### src/rtl/nios2_pkg.sv
// Shared nios2 constants: instruction width, NOP encoding, reset vector, opcodes.
// No logic, so no latency.
// No flow control.
package nios2_pkg;

    localparam int               INSTR_W        = 32;
    localparam logic [INSTR_W-1:0] NIOS2_NOP    = 32'h0001883A;
    localparam logic [31:0]      NIOS2_RESET_PC = 32'h0000_0000;

    localparam logic [5:0] OP_BR  = 6'h06;
    localparam logic [5:0] OP_BLT = 6'h16;
    localparam logic [5:0] OP_LDW = 6'h17;
    localparam logic [5:0] OP_STW = 6'h15;

    function automatic logic [5:0] nios2_opcode(input logic [INSTR_W-1:0] ins);
        return ins[5:0];
    endfunction

endpackage

### src/rtl/nios2_fetch_if.sv
// Fetch stage bus: instruction-memory read port plus the core-side issue/redirect handshake.
// Wires only, so no latency.
// The core holds off delivery with stall18; redirect18 overrides stall18.
interface nios2_fetch_if #(parameter int ADDR_W = 32);
    import nios2_pkg::*;

    logic               imem_rd18;
    logic [ADDR_W-1:0]  imem_addr18;
    logic [INSTR_W-1:0] imem_rdata18;
    logic               stall18;
    logic               redirect18;
    logic [ADDR_W-1:0]  redirect_pc18;
    logic               valid18;
    logic [INSTR_W-1:0] instruction18;
    logic [ADDR_W-1:0]  pc18;

    modport master (
        output imem_rd18, imem_addr18, valid18, instruction18, pc18,
        input  imem_rdata18, stall18, redirect18, redirect_pc18
    );

    modport slave (
        input  imem_rd18, imem_addr18, valid18, instruction18, pc18,
        output imem_rdata18, stall18, redirect18, redirect_pc18
    );

endinterface

### src/rtl/nios2_fetch_fifo.sv
// Two-entry {pc,instr} queue; the head is a register so the core never sees a memory path.
// A pushed word reaches the head one edge after the push.
// The caller must not push when full; flush wins over push and pop.
module nios2_fetch_fifo
    import nios2_pkg::*;
#(
    parameter int                ADDR_W   = 32,
    parameter logic [ADDR_W-1:0] RESET_PC = '0
) (
    input  logic               clk18,
    input  logic               rst18,
    input  logic               flush,
    input  logic               push,
    input  logic               pop,
    input  logic [ADDR_W-1:0]  push_pc,
    input  logic [INSTR_W-1:0] push_instr,
    output logic [1:0]         count,
    output logic               empty,
    output logic [ADDR_W-1:0]  head_pc,
    output logic [INSTR_W-1:0] head_instr
);

    typedef struct packed {
        logic [ADDR_W-1:0]  pc;
        logic [INSTR_W-1:0] instr;
    } entry_t;

    entry_t     e0_q, e1_q, new_e;
    logic [1:0] cnt_q;

    assign new_e = {push_pc, push_instr};

    always_ff @(posedge clk18 or posedge rst18) begin
        if (rst18) begin
            cnt_q <= 2'd0;
            e0_q  <= {RESET_PC, NIOS2_NOP};
            e1_q  <= {RESET_PC, NIOS2_NOP};
        end else if (flush) begin
            cnt_q <= 2'd0;
        end else begin
            case ({push, pop})
                2'b10: begin
                    if (cnt_q == 2'd0) e0_q <= new_e;
                    else               e1_q <= new_e;
                    cnt_q <= cnt_q + 2'd1;
                end
                2'b01: begin
                    e0_q  <= e1_q;
                    cnt_q <= cnt_q - 2'd1;
                end
                2'b11: begin
                    // Count is unchanged; with two entries the tail shifts forward.
                    if (cnt_q == 2'd2) begin
                        e0_q <= e1_q;
                        e1_q <= new_e;
                    end else begin
                        e0_q <= new_e;
                    end
                end
                default: ;
            endcase
        end
    end

    assign count      = cnt_q;
    assign empty      = (cnt_q == 2'd0);
    assign head_pc    = e0_q.pc;
    assign head_instr = e0_q.instr;

endmodule

### src/rtl/nios2_fetch.sv
// Instruction fetch: sequential word reads, 2-entry buffer, redirect with wrong-path discard.
// First valid instruction 2 cycles after reset release or redirect; 1 instr/cycle sustained.
// Stall holds the head and stops issue once buffered+in-flight reaches 2; redirect overrides stall.
module nios2_fetch
    import nios2_pkg::*;
#(
    parameter int                ADDR_W   = 32,
    parameter logic [ADDR_W-1:0] RESET_PC = ADDR_W'(NIOS2_RESET_PC)
) (
    input  logic         clk18,
    input  logic         rst18,
    nios2_fetch_if.master bus
);

    logic [ADDR_W-1:0]  fetch_pc;
    logic [ADDR_W-1:0]  inflight_pc;
    logic               inflight;
    logic [1:0]         count;
    logic               empty;
    logic [ADDR_W-1:0]  head_pc;
    logic [INSTR_W-1:0] head_instr;
    logic               pop;
    logic               push;
    logic               issue;
    logic [2:0]         pending;

    always_comb begin
        pop     = ~empty & ~bus.stall18 & ~bus.redirect18;
        pending = {1'b0, count} + {2'b00, inflight} - {2'b00, pop};
        issue   = ~rst18 & ~bus.redirect18 & (pending < 3'd2);
        // A redirect lands in the same cycle as the wrong-path response, so it is dropped here.
        push    = inflight & ~bus.redirect18;
    end

    always_ff @(posedge clk18 or posedge rst18) begin
        if (rst18) begin
            fetch_pc    <= {RESET_PC[ADDR_W-1:2], 2'b00};
            inflight    <= 1'b0;
            inflight_pc <= {RESET_PC[ADDR_W-1:2], 2'b00};
        end else begin
            if (bus.redirect18)
                fetch_pc <= {bus.redirect_pc18[ADDR_W-1:2], 2'b00};
            else if (issue)
                fetch_pc <= fetch_pc + ADDR_W'(4);
            inflight <= issue;
            if (issue)
                inflight_pc <= fetch_pc;
        end
    end

    nios2_fetch_fifo #(
        .ADDR_W   (ADDR_W),
        .RESET_PC ({RESET_PC[ADDR_W-1:2], 2'b00})
    ) u_fifo (
        .clk18      (clk18),
        .rst18      (rst18),
        .flush      (bus.redirect18),
        .push       (push),
        .pop        (pop),
        .push_pc    (inflight_pc),
        .push_instr (bus.imem_rdata18),
        .count      (count),
        .empty      (empty),
        .head_pc    (head_pc),
        .head_instr (head_instr)
    );

    assign bus.imem_rd18     = issue;
    assign bus.imem_addr18   = fetch_pc;
    assign bus.valid18       = ~empty;
    assign bus.instruction18 = empty ? NIOS2_NOP : head_instr;
    assign bus.pc18          = head_pc;

endmodule

### src/flat_wrapper.sv
// flat-port wrapper written by rule: the top's interface ports become plain ports
module nios2_fetch_flat import nios2_pkg::*;
#(
    parameter int                ADDR_W   = 32,
    parameter logic [ADDR_W-1:0] RESET_PC = ADDR_W'(NIOS2_RESET_PC)
)
  (clk18, rst18, bus_imem_rd18, bus_imem_addr18, bus_valid18, bus_instruction18, bus_pc18, bus_imem_rdata18, bus_stall18, bus_redirect18, bus_redirect_pc18);
  nios2_fetch_if #(.ADDR_W(ADDR_W)) bus_i ();
  input  logic clk18;
  input  logic rst18;
  output wire logic [$bits(bus_i.imem_rd18)-1:0] bus_imem_rd18;
  output wire logic [$bits(bus_i.imem_addr18)-1:0] bus_imem_addr18;
  output wire logic [$bits(bus_i.valid18)-1:0] bus_valid18;
  output wire logic [$bits(bus_i.instruction18)-1:0] bus_instruction18;
  output wire logic [$bits(bus_i.pc18)-1:0] bus_pc18;
  input wire logic [$bits(bus_i.imem_rdata18)-1:0] bus_imem_rdata18;
  input wire logic [$bits(bus_i.stall18)-1:0] bus_stall18;
  input wire logic [$bits(bus_i.redirect18)-1:0] bus_redirect18;
  input wire logic [$bits(bus_i.redirect_pc18)-1:0] bus_redirect_pc18;
  assign bus_imem_rd18 = bus_i.imem_rd18;
  assign bus_imem_addr18 = bus_i.imem_addr18;
  assign bus_valid18 = bus_i.valid18;
  assign bus_instruction18 = bus_i.instruction18;
  assign bus_pc18 = bus_i.pc18;
  assign bus_i.imem_rdata18 = bus_imem_rdata18;
  assign bus_i.stall18 = bus_stall18;
  assign bus_i.redirect18 = bus_redirect18;
  assign bus_i.redirect_pc18 = bus_redirect_pc18;
  nios2_fetch #(.ADDR_W(ADDR_W), .RESET_PC(RESET_PC)) u_core (.clk18(clk18), .rst18(rst18), .bus(bus_i));
endmodule
### config.mk
export PLATFORM = sky130hd
export DESIGN_NAME = nios2_fetch_flat
export DESIGN_NICKNAME = d
export VERILOG_FILES = /design/src/rtl/nios2_pkg.sv /design/src/rtl/nios2_fetch_if.sv /design/src/rtl/nios2_fetch_fifo.sv /design/src/rtl/nios2_fetch.sv /design/src/flat_wrapper.sv
export SDC_FILE = /design/constraint.sdc
export NUM_CORES = 1
export LEC_CHECK = 0
export ABC_AREA = 1
export BUFFER_PORTS_ARGS = -buffer_cell sky130_fd_sc_hd__buf_2
export CORE_MARGIN = 5
export CORE_UTILIZATION = 55
export CTS_CLUSTER_SIZE = 28
export DETAILED_ROUTE_END_ITERATION = 8
export PLACE_DENSITY_LB_ADDON = 0.2
export SYNTH_ARGS = -nofsm -noshare
export SYNTH_HDL_FRONTEND = slang
export SYNTH_SLANG_ARGS = --single-unit
### constraint.sdc
create_clock -name clk18 -period 19.14 [get_ports clk18]
set_input_delay 3.828 -clock clk18 [delete_from_list [all_inputs] [get_ports clk18]]
set_output_delay 3.828 -clock clk18 [all_outputs]
set_load 0.02 [all_outputs]
==> impl_metrics.toml, run 1 <==
[floorplan]
core_um2 = 16470
initial_utilization_pct = 55.54
rows = 47
io_pins = 166
die_x_um = 138.9
die_area_um2 = 19310
die_y_um = 138.9

[sta]
rsz0062_at_grt = "no"
fin_crit_sh_pct = 53.01
final-hold-violation-count = 0
finalSetupTns_ns = 0
period_minus_slack_ns = 10.15
fin_skew_ns = 0.01040
worst_pin_slew_ns = 1.001
max_freq_ghz = 0.09856
setup_viol = 0
drv_slew = 0
slew_headroom_pct = 33.29

[finish]
nNetsFinal = 1437
fillers = 1472
area_growth_pct = 16.17
post_route_cells_drive_above_1_share_pct = 17.17
stdcell_count = 1600
antenna_cells = 0

[power]
p_int_uw = 928.0
switching_power_uw = 532.4
seqPwrFrac_pct = 45.8
swShare_pct = 36.46
leakagePower_uw = 0.005777
clkPwrFrac_pct = 23.9
pwr-share-comb_pct = 30.3
p_per_area_nw_per_um2 = 137.5
irDropWorstVdd_v = 0.00007028

[clock_tree]
cts_root_buf = "clkbuf_16"
clkSinkCount = 188
holdBufCountCts = 0
cts_buffer_depth = 2
clkSlewWorstSetupHoldPaths_ns = 0.07
cts_tree = "done"
clkLatencyLatePin_ns = 0.43
cts_made_buffers = 17
h-tree-depth = 4
cts_setup_buffers = 0
cts_resized = 0

[detailed_routing]
drc = 0
vias = 7904
drt_iter0_markers = 477
drt_first_pass_iters = 6
wl_per_cell_um = 13.49
viasPerCell = 4.940
antenna_left = 0
drt-total-wl_um = 21590

[worst_setup_path]
cpPeakStageDelay_ns = 0.63
crit_chain = "buf_2, buf_4, inv_2, nand3_2, inv_2, nand2_1, nand2_1, nand2_1, fa_1, nand2_1, nor2_1, nand2_2, buf_4, inv_1, buf_2"
start_kind = "input port"
critical_path_peak_fanout = 83
crit_top_cell = "nand2_1"
cp-end-kind = "primary output"
cpMaxStageDelayCell = "buf_4"
cp.arrival_ns = 6.32
critPathKind = "input port to primary output"
worstPathRequired_ns = 15.31

[synthesis]
netlist.area_leader.share_pct = 47.61
synth_top_area_cell = "dfrtp_1"
yosys_warnings = 0
yosysSeqAreaShare_pct = 51.63
syn-instance-count = 1235
avgSynthCellArea_um2 = 7.405
yosysUniqueCellTypes = 29
synth.cell_area_um2 = 9145
yosys-top-cells-area = "dfrtp_1 48%, nand2_1 17%, nor2_1 6.4%, inv_1 5.8%, o21ai_0 4.5%"
ys_ff_latch = 188

[grt]
grt_max_degree = 136
grt_util_all_layers_pct = 22.96
antenna_found_initial = 0
grt_pass1_vias = 7485
grt-ovfl-total = 0
grt_pass1_wl_um = 36890

[placed_design]
io_buffers = 161
place_inst = 1568
dp_hpwl_um = 14160
gp_congestion = 0.9233

[flow_run]
maxCapViolCount = 0

[outcome]
status = "completed"

[worst_hold_path]
hp-class = "flop to flop"
[stage by stage]
step	power, uW	worst slack [ns]	utilization [%]	instance area [um2]	hold slack (ns)
2_1_floorplan	975.1	9.868	-	9149	0.4481
3_3_place_gp	1102	9.056	61.00	10040	0.4573
3_5_place_dp	1120	8.983	61.00	10040	0.4624
4_1_cts	1474	8.975	64.52	10620	0.4726
5_1_grt	1573	8.738	64.52	10620	0.4935
6_report	1460	8.994	64.52	10620	0.4700
[flip-flops by register name, summed over array words and instances, names as in the netlist]
| name | count |
|---|---|
| u_core.u_fifo.head_instr | 32 |
| u_core.inflight | 1 |
| u_core.u_fifo.e1_q | 62 |
| u_core.inflight_pc | 30 |
| u_core.u_fifo.count | 2 |
| u_core.u_fifo.head_pc | 31 |
| u_core.bus.imem_addr18 | 30 |
[cell families (layout without fill, tap and decap cells)]
logic type,after synthesis,count (layout),synth area share (%)
other,1,2,0.04101
buffers and inverters,207,351,9.126
AO/OA/AOI/OAI,176,176,9.714
XOR/XNOR,2,2,0.1916
flip-flops,188,188,51.63
AND/OR/NAND/NOR,659,659,28.94
adder cells (fa/ha/maj),2,2,0.3557
[power groups by stage]
stage	Clock (uW)	Sequential, uW	Combinational [uW]
2_1_floorplan	0	703	272
3_3_place_gp	0	667	435
3_5_place_dp	0	673	447
4_1_cts	354	668	451
5_1_grt	372	690	511
6_report	349	669	443
[critical path, delay by kind of cell]
kind	cells	cell delay, ns
buf+inv	7	1.47
simple gates	7	0.54
fa+ha+maj	1	0.43
[final cells by class]
class | instances | area (um2) | share of cell area [%]
clock inverters | 10 | 115.1 | 1.084
clock buffers | 22 | 464.2 | 4.369
multi-input cells | 841 | 3600 | 33.88
repair buffers | 172 | 888.4 | 8.362
well taps | 220 | 275.3 | 2.591
inverters | 147 | 559.3 | 5.264
flip-flops and latches | 188 | 4722 | 44.45
[cells in the mapped netlist (all sizes together)]
master,n
dfstp,14
o211ai,1
ha,1
or2,8
xnor2,1
and2,1
buf,33
fa,1
nand3,57
o21ai,156
nand3b,14
nand4,3
nor3,1
a21oi,17
clkbuf,27
conb,1
dfrtp,174
nor2,158
xor2,1
nand2,417
inv,147
o21bai,2
[layout by cell type (no fill, tap or decap), types with 14 or more instances in the layout]
cell,n
a21oi_1,17
nand3_1,56
buf_2,161
nand3b_1,14
o21ai_0,82
dfrtp_1,174
nor2_1,156
nand2_1,413
o21ai_1,74
inv_1,140
clkbuf_16,17
dfstp_2,14
[per-layer routing]
metal,vias to the layer above,part of all wire (%),wire [um],track usage (%)
met5,-,0,0,0
met4,0,1.9,414,6.900
met3,30,5.0,1090,4.310
met2,208,47,10090,36.84
met1,3593,46,9994,32.08
li1,4073,-,-,-
[final timing paths]
check | to | cells after the start | startpoint | slack, ns
worst max-delay path | bus_imem_rd18 | 15 | bus_redirect18 | 8.99
worst min-delay path | u_core.u_fifo.head_instr[4]$_DFFE_PP1P_ | 2 | u_core.u_fifo.head_instr[4]$_DFFE_PP1P_ | 0.47
worst max register to register | u_core.bus.imem_addr18[10]$_DFFE_PP0P_ | 16 | u_core.u_fifo.count[1]$_DFFE_PP0P_ | 15.86
worst min register to register | u_core.u_fifo.head_instr[4]$_DFFE_PP1P_ | 2 | u_core.u_fifo.head_instr[4]$_DFFE_PP1P_ | 0.47
max in group asynchronous | u_core.u_fifo.e1_q[45]$_DFFE_PP0P_ | 3 | rst18 | 14.29
min in group asynchronous | u_core.u_fifo.e1_q[8]$_DFFE_PP0P_ | 2 | rst18 | 3.63
Note: power is estimated with default switching activity, not from simulation.
==> inputs of run 2 (changes only) <==
--- a/config.mk
+++ b/config.mk
@@ -8,7 +8,7 @@
 export ABC_AREA = 1
 export BUFFER_PORTS_ARGS = -buffer_cell sky130_fd_sc_hd__buf_2
 export CORE_MARGIN = 5
-export CORE_UTILIZATION = 55
+export CORE_UTILIZATION = 51
 export CTS_CLUSTER_SIZE = 28
 export DETAILED_ROUTE_END_ITERATION = 8
 export PLACE_DENSITY_LB_ADDON = 0.2
==> constraint.sdc (replaced) <==
create_clock -name clk18 -period 8.9 [get_ports clk18]
set_input_delay 1.78 -clock clk18 [delete_from_list [all_inputs] [get_ports clk18]]
set_output_delay 1.78 -clock clk18 [all_outputs]
set_load 0.02 [all_outputs]
==> run 2 against run 1 <==
Global-route usage decreased by 1.4 points. Die area increased by 7.3%. Clock power increased by 140%. Via count increased by 0.18%. Clock skew decreased by 0.0020 ns. Power increased by 120%. Critical path depth decreased by 1. Sequential power increased by 120%. First-iteration DRC count decreased by 9.2%. Register-to-register slack got worse by 10 ns. Utilization decreased by 4.3 points. Sequential share of layout area decreased by 0.33 points. Largest cell class unchanged. Largest power group unchanged. Highest routed layer unchanged.
==> impl_metrics.toml, run 2 (same netlist as run 1, synthesis figures left out) <==
[outcome]
status = "completed"

[finish]
post_route_cells_drive_above_1_share_pct = 17.26
antenna_cells = 0
final_cell_mix = "413 x nand2_1, 174 x dfrtp_1, 161 x buf_2"
stdcell_count = 1608
area_growth_pct = 17.05
fillers = 1673
largest_reg_flops = 62
multi_input_area_um2 = 3600
nNetsFinal = 1436
seqCellArea_um2 = 4722
stdcell_area_um2 = 10700
final_common_cell = "nand2_1"
top_register = "u_core.u_fifo.e1_q"

[sta]
final-hold-violation-count = 0
finalSetupTns_ns = 0
rsz0062_at_grt = "no"
worst_pin_slew_ns = 0.8855
period_minus_slack_ns = 5.801
holdWs_ns = 0.4704
fin_crit_sh_pct = 65.18
setup_viol = 0
max_freq_ghz = 0.1724
slew_headroom_pct = 40.97
drv_slew = 0
fin_skew_ns = 0.008362

[detailed_routing]
wl_per_cell_um = 13.39
viasPerCell = 4.924
drt_iter0_markers = 433
vias = 7918
drc = 0
antenna_left = 0
drt-total-wl_um = 21530
drt_first_pass_iters = 5

[worst_setup_path]
worstPathRequired_ns = 7.12
critical_path_peak_fanout = 32
crit_top_cell = "nand2_1"
cp.arrival_ns = 4.02
crit_chain = "buf_2, inv_2, buf_4, nand3_2, inv_2, nand2_1, nand2_1, nand2_1, fa_1, nand2_1, nor2_1, nand2_2, inv_1, buf_2"
cpPeakStageDelay_ns = 0.50
start_kind = "input port"
cp-end-kind = "primary output"
critPathKind = "input port to primary output"
cpMaxStageDelayCell = "fa_1"

[clock_tree]
cts_made_buffers = 17
clkSinkCount = 188
clkSlewWorstSetupHoldPaths_ns = 0.07
cts_setup_buffers = 0
cts_buffer_depth = 2
cts_resized = 0
cts_root_buf = "clkbuf_16"
h-tree-depth = 4
cts_tree = "done"
holdBufCountCts = 0
clkLatencyLatePin_ns = 0.43

[flow_run]
maxCapViolCount = 0

[floorplan]
die_y_um = 143.9
die_area_um2 = 20710
io_pins = 166
initial_utilization_pct = 51.44
core_um2 = 17780
rows = 49
die_x_um = 143.9

[grt]
grt_util_met3_pct = 3.760
grt-ovfl-total = 0
antenna_found_initial = 0
grtUsageMet1_pct = 30.50
grt_pass1_vias = 7282
grt_util_all_layers_pct = 21.53
global_route.peak_usage_layer = "met2"
grt_max_degree = 125
grtUsageMet2_pct = 34.15
grt_pass1_wl_um = 35760

[power]
leakagePower_uw = 0.005806
irDropWorstVdd_v = 0.0001654
p_per_area_nw_per_um2 = 301.6

[placed_design]
gp_congestion = 0.8929
io_buffers = 161
dp_hpwl_um = 14330
place_area_um2 = 10050
place_inst = 1576

[worst_hold_path]
hp-class = "flop to flop"
run 2: cell count changes in the layout (fill, tap and decap cells not counted):
| cell | change |
|---|---|
| buf_4 | -1 |
| clkbuf_8 | -1 |
| clkbuf_1 | -2 |
| bufinv_16 | +3 |
| clkinv_2 | -2 |
| inv_6 | +2 |
run 2: report_power, final:
| group | internal (uW) | total [uW] | switching (uW) |
|---|---|---|---|
| Sequential | 1230 | 1440 | 208 |
| Combinational | 334 | 948 | 613 |
| Clock | 509 | 840 | 331 |
run 2: through the flow:
stage                     total power, uW  utilization (%)  setup slack (ns)
after floorplan                      2097                -             2.029
final                                3228            60.20             3.099
after global placement               2375            56.52             3.089
after CTS                            3261            60.20             3.041
after detailed placement             2411            56.52             3.048
after global routing                 3475            60.20             2.861
run 2: critical path, delay by kind of cell:
kind                       cells  cell delay (ns)
adders and majority gates      1             0.50
buffers and inverters          6             1.08
and+or+nand+nor                7             0.64
run 2: layout make-up:
type                    instances  share of cell area [%]
flip-flops and latches        188                   44.11
clock inverters                13                   1.987
inverters                     147                   5.225
repair buffers                171                   8.229
well taps                     229                   2.677
multi-input cells             841                   33.63
clock buffers                  19                   4.138
run 2: final timing paths:
| kind | to | from | cells past startpoint | slack [ns] |
|---|---|---|---|---|
| max in group asynchronous | u_core.u_fifo.head_instr[28]$_DFFE_PP0P_ | rst18 | 3 | 5.92 |
| setup / recovery | bus_imem_rd18 | bus_redirect18 | 14 | 3.10 |
| setup reg to reg | u_core.bus.imem_addr18[14]$_DFFE_PP0P_ | u_core.u_fifo.count[1]$_DFFE_PP0P_ | 16 | 5.65 |
| hold / removal | u_core.u_fifo.head_instr[4]$_DFFE_PP1P_ | u_core.u_fifo.head_instr[4]$_DFFE_PP1P_ | 2 | 0.47 |
| min in group asynchronous | u_core.u_fifo.count[0]$_DFFE_PP0P_ | rst18 | 2 | 1.50 |
| hold reg to reg | u_core.u_fifo.head_instr[4]$_DFFE_PP1P_ | u_core.u_fifo.head_instr[4]$_DFFE_PP1P_ | 2 | 0.47 |
run 2: routing by layer:
| metal | up-vias | part of all wire, % |
|---|---|---|
| met5 | - | 0 |
| met4 | 0 | 1.7 |
| met3 | 24 | 6.1 |
| met2 | 241 | 46 |
| met1 | 3597 | 46 |
| li1 | 4056 | - |
==> inputs of run 3 (changes only) <==
==> constraint.sdc (replaced) <==
create_clock -name clk18 -period 5.2 [get_ports clk18]
set_input_delay 1.04 -clock clk18 [delete_from_list [all_inputs] [get_ports clk18]]
set_output_delay 1.04 -clock clk18 [all_outputs]
set_load 0.02 [all_outputs]
==> run 3 against run 2 <==
Sequential power grew 71%. Setup slack lost 2.3 ns. Critical path depth shrank 1.
==> impl_metrics.toml, run 3 (same netlist as run 1, synthesis figures left out) <==
[outcome]
status = "completed"

[worst_setup_path]
critical_path_peak_fanout = 23
worstPathRequired_ns = 4.16
start_kind = "input port"
critPathKind = "input port to primary output"
cp.arrival_ns = 3.32
cp-end-kind = "primary output"

[clock_tree]
cts_buffer_depth = 2
clkSinkCount = 188
h-tree-depth = 4
cts_tree = "done"
cts_setup_buffers = 0
clkLatencyLatePin_ns = 0.42
holdBufCountCts = 0
cts_made_buffers = 17
cts_root_buf = "clkbuf_16"
cts_resized = 0
clkSlewWorstSetupHoldPaths_ns = 0.07

[detailed_routing]
drc = 0
drt-total-wl_um = 21470
drt_iter0_markers = 395
viasPerCell = 4.904
vias = 7891
drt_first_pass_iters = 5
wl_per_cell_um = 13.35
antenna_left = 0

[sta]
slew_headroom_pct = 29.65
finalSetupTns_ns = 0
period_minus_slack_ns = 4.364
fin_crit_sh_pct = 83.92
final-hold-violation-count = 0
holdWs_ns = 0.4677
fin_skew_ns = 0.008733
rsz0062_at_grt = "no"
max_freq_ghz = 0.2292
setup_viol = 0
setup_ws_ns = 0.8363
drv_slew = 0
worst_pin_slew_ns = 1.053

[grt]
antenna_found_initial = 0
grt_pass1_vias = 7350
grtUsageMet2_pct = 33.54
grt_max_degree = 95
grt_util_all_layers_pct = 21.44
grt-ovfl-total = 0
grtUsageMet1_pct = 30.70
global_route.peak_usage_layer = "met2"
grt_util_met3_pct = 3.228
grt_pass1_wl_um = 35910

[finish]
final_common_cell = "nand2_1"
antenna_cells = 0
post_route_cells_drive_above_1_share_pct = 17.32
fillers = 1690
multi_input_area_um2 = 3600
seqCellArea_um2 = 4722
stdcell_count = 1609
final_cell_mix = "413 x nand2_1, 174 x dfrtp_1, 161 x buf_2"
area_growth_pct = 16.97
largest_reg_flops = 62
top_register = "u_core.u_fifo.e1_q"
nNetsFinal = 1437

[placed_design]
gp_congestion = 0.9339
place_inst = 1577
pre_cts_ws_ns = 0.8228
io_buffers = 161
dp_hpwl_um = 14470

[floorplan]
die_area_um2 = 20710
die_x_um = 143.9
io_pins = 166
die_y_um = 143.9
rows = 49
core_um2 = 17780
initial_utilization_pct = 51.44

[power]
irDropWorstVdd_v = 0.0002499
leakagePower_uw = 0.005803
p_per_area_nw_per_um2 = 511.6
finalPower_uw = 5473

[flow_run]
maxCapViolCount = 0

[worst_hold_path]
hp-class = "flop to flop"
## run 3: cell count changes in the layout (fill, tap and decap cells not counted), sizes merged
cell,change
bufinv,-1
buf,+1
clkinv,+3
inv,-2
## run 3: path summary, 6_finish.rpt
check,start,to,slack (ns),depth (start not counted)
worst min register to register,u_core.u_fifo.head_instr[16]$_DFFE_PP1P_,u_core.u_fifo.head_instr[16]$_DFFE_PP1P_,0.47,2
max in group asynchronous,rst18,u_core.u_fifo.e1_q[14]$_DFFE_PP0P_,3.18,3
worst max register to register,u_core.u_fifo.count[1]$_DFFE_PP0P_,u_core.bus.imem_addr18[31]$_DFFE_PP0P_,2.17,15
min in group asynchronous,rst18,u_core.u_fifo.e1_q[28]$_DFFE_PP0P_,0.87,2
worst max-delay path,bus_redirect18,bus_imem_rd18,0.84,13
worst min-delay path,u_core.u_fifo.head_instr[16]$_DFFE_PP1P_,u_core.u_fifo.head_instr[16]$_DFFE_PP1P_,0.47,2
## run 3: critical path, stage by stage
cell,delay (ns)
buf_2,0.11
inv_2,0.34
nand3_2,0.20
inv_2,0.12
nand2_1,0.07
nand2_1,0.08
nand2_1,0.08
fa_1,0.49
nand2_1,0.06
nor2_1,0.15
nand2_2,0.25
inv_1,0.15
buf_2,0.18
## run 3: layout make-up
cell class	count	area share (%)
sequential	188	44.15
multi-input combinational	841	33.65
timing repair buffer	172	8.422
inverter	147	5.194
clock buffer	19	4.141
tap	229	2.679
clock inverter	13	1.766
## run 3: power by group
group | internal [uW] | switching (uW) | leakage (uW)
combinational | 574 | 1050 | 0.00318
sequential | 2110 | 355 | 0.00232
clock | 822 | 561 | 0.000304
total | 3500 | 1970 | 0.00580
## run 3: per-layer routing
metal | up-vias | wire, um
met4 | 0 | 412
met1 | 3572 | 10040
met5 | - | 0
met3 | 28 | 1186
met2 | 223 | 9838
li1 | 4068 | -
## run 3: through the flow
step | utilization (%) | area (um2)
global route | 60.16 | 10700
finish | 60.16 | 10700
floorplan | - | 9153
CTS | 60.16 | 10700
global placement | 56.61 | 10060
detailed placement | 56.61 | 10060
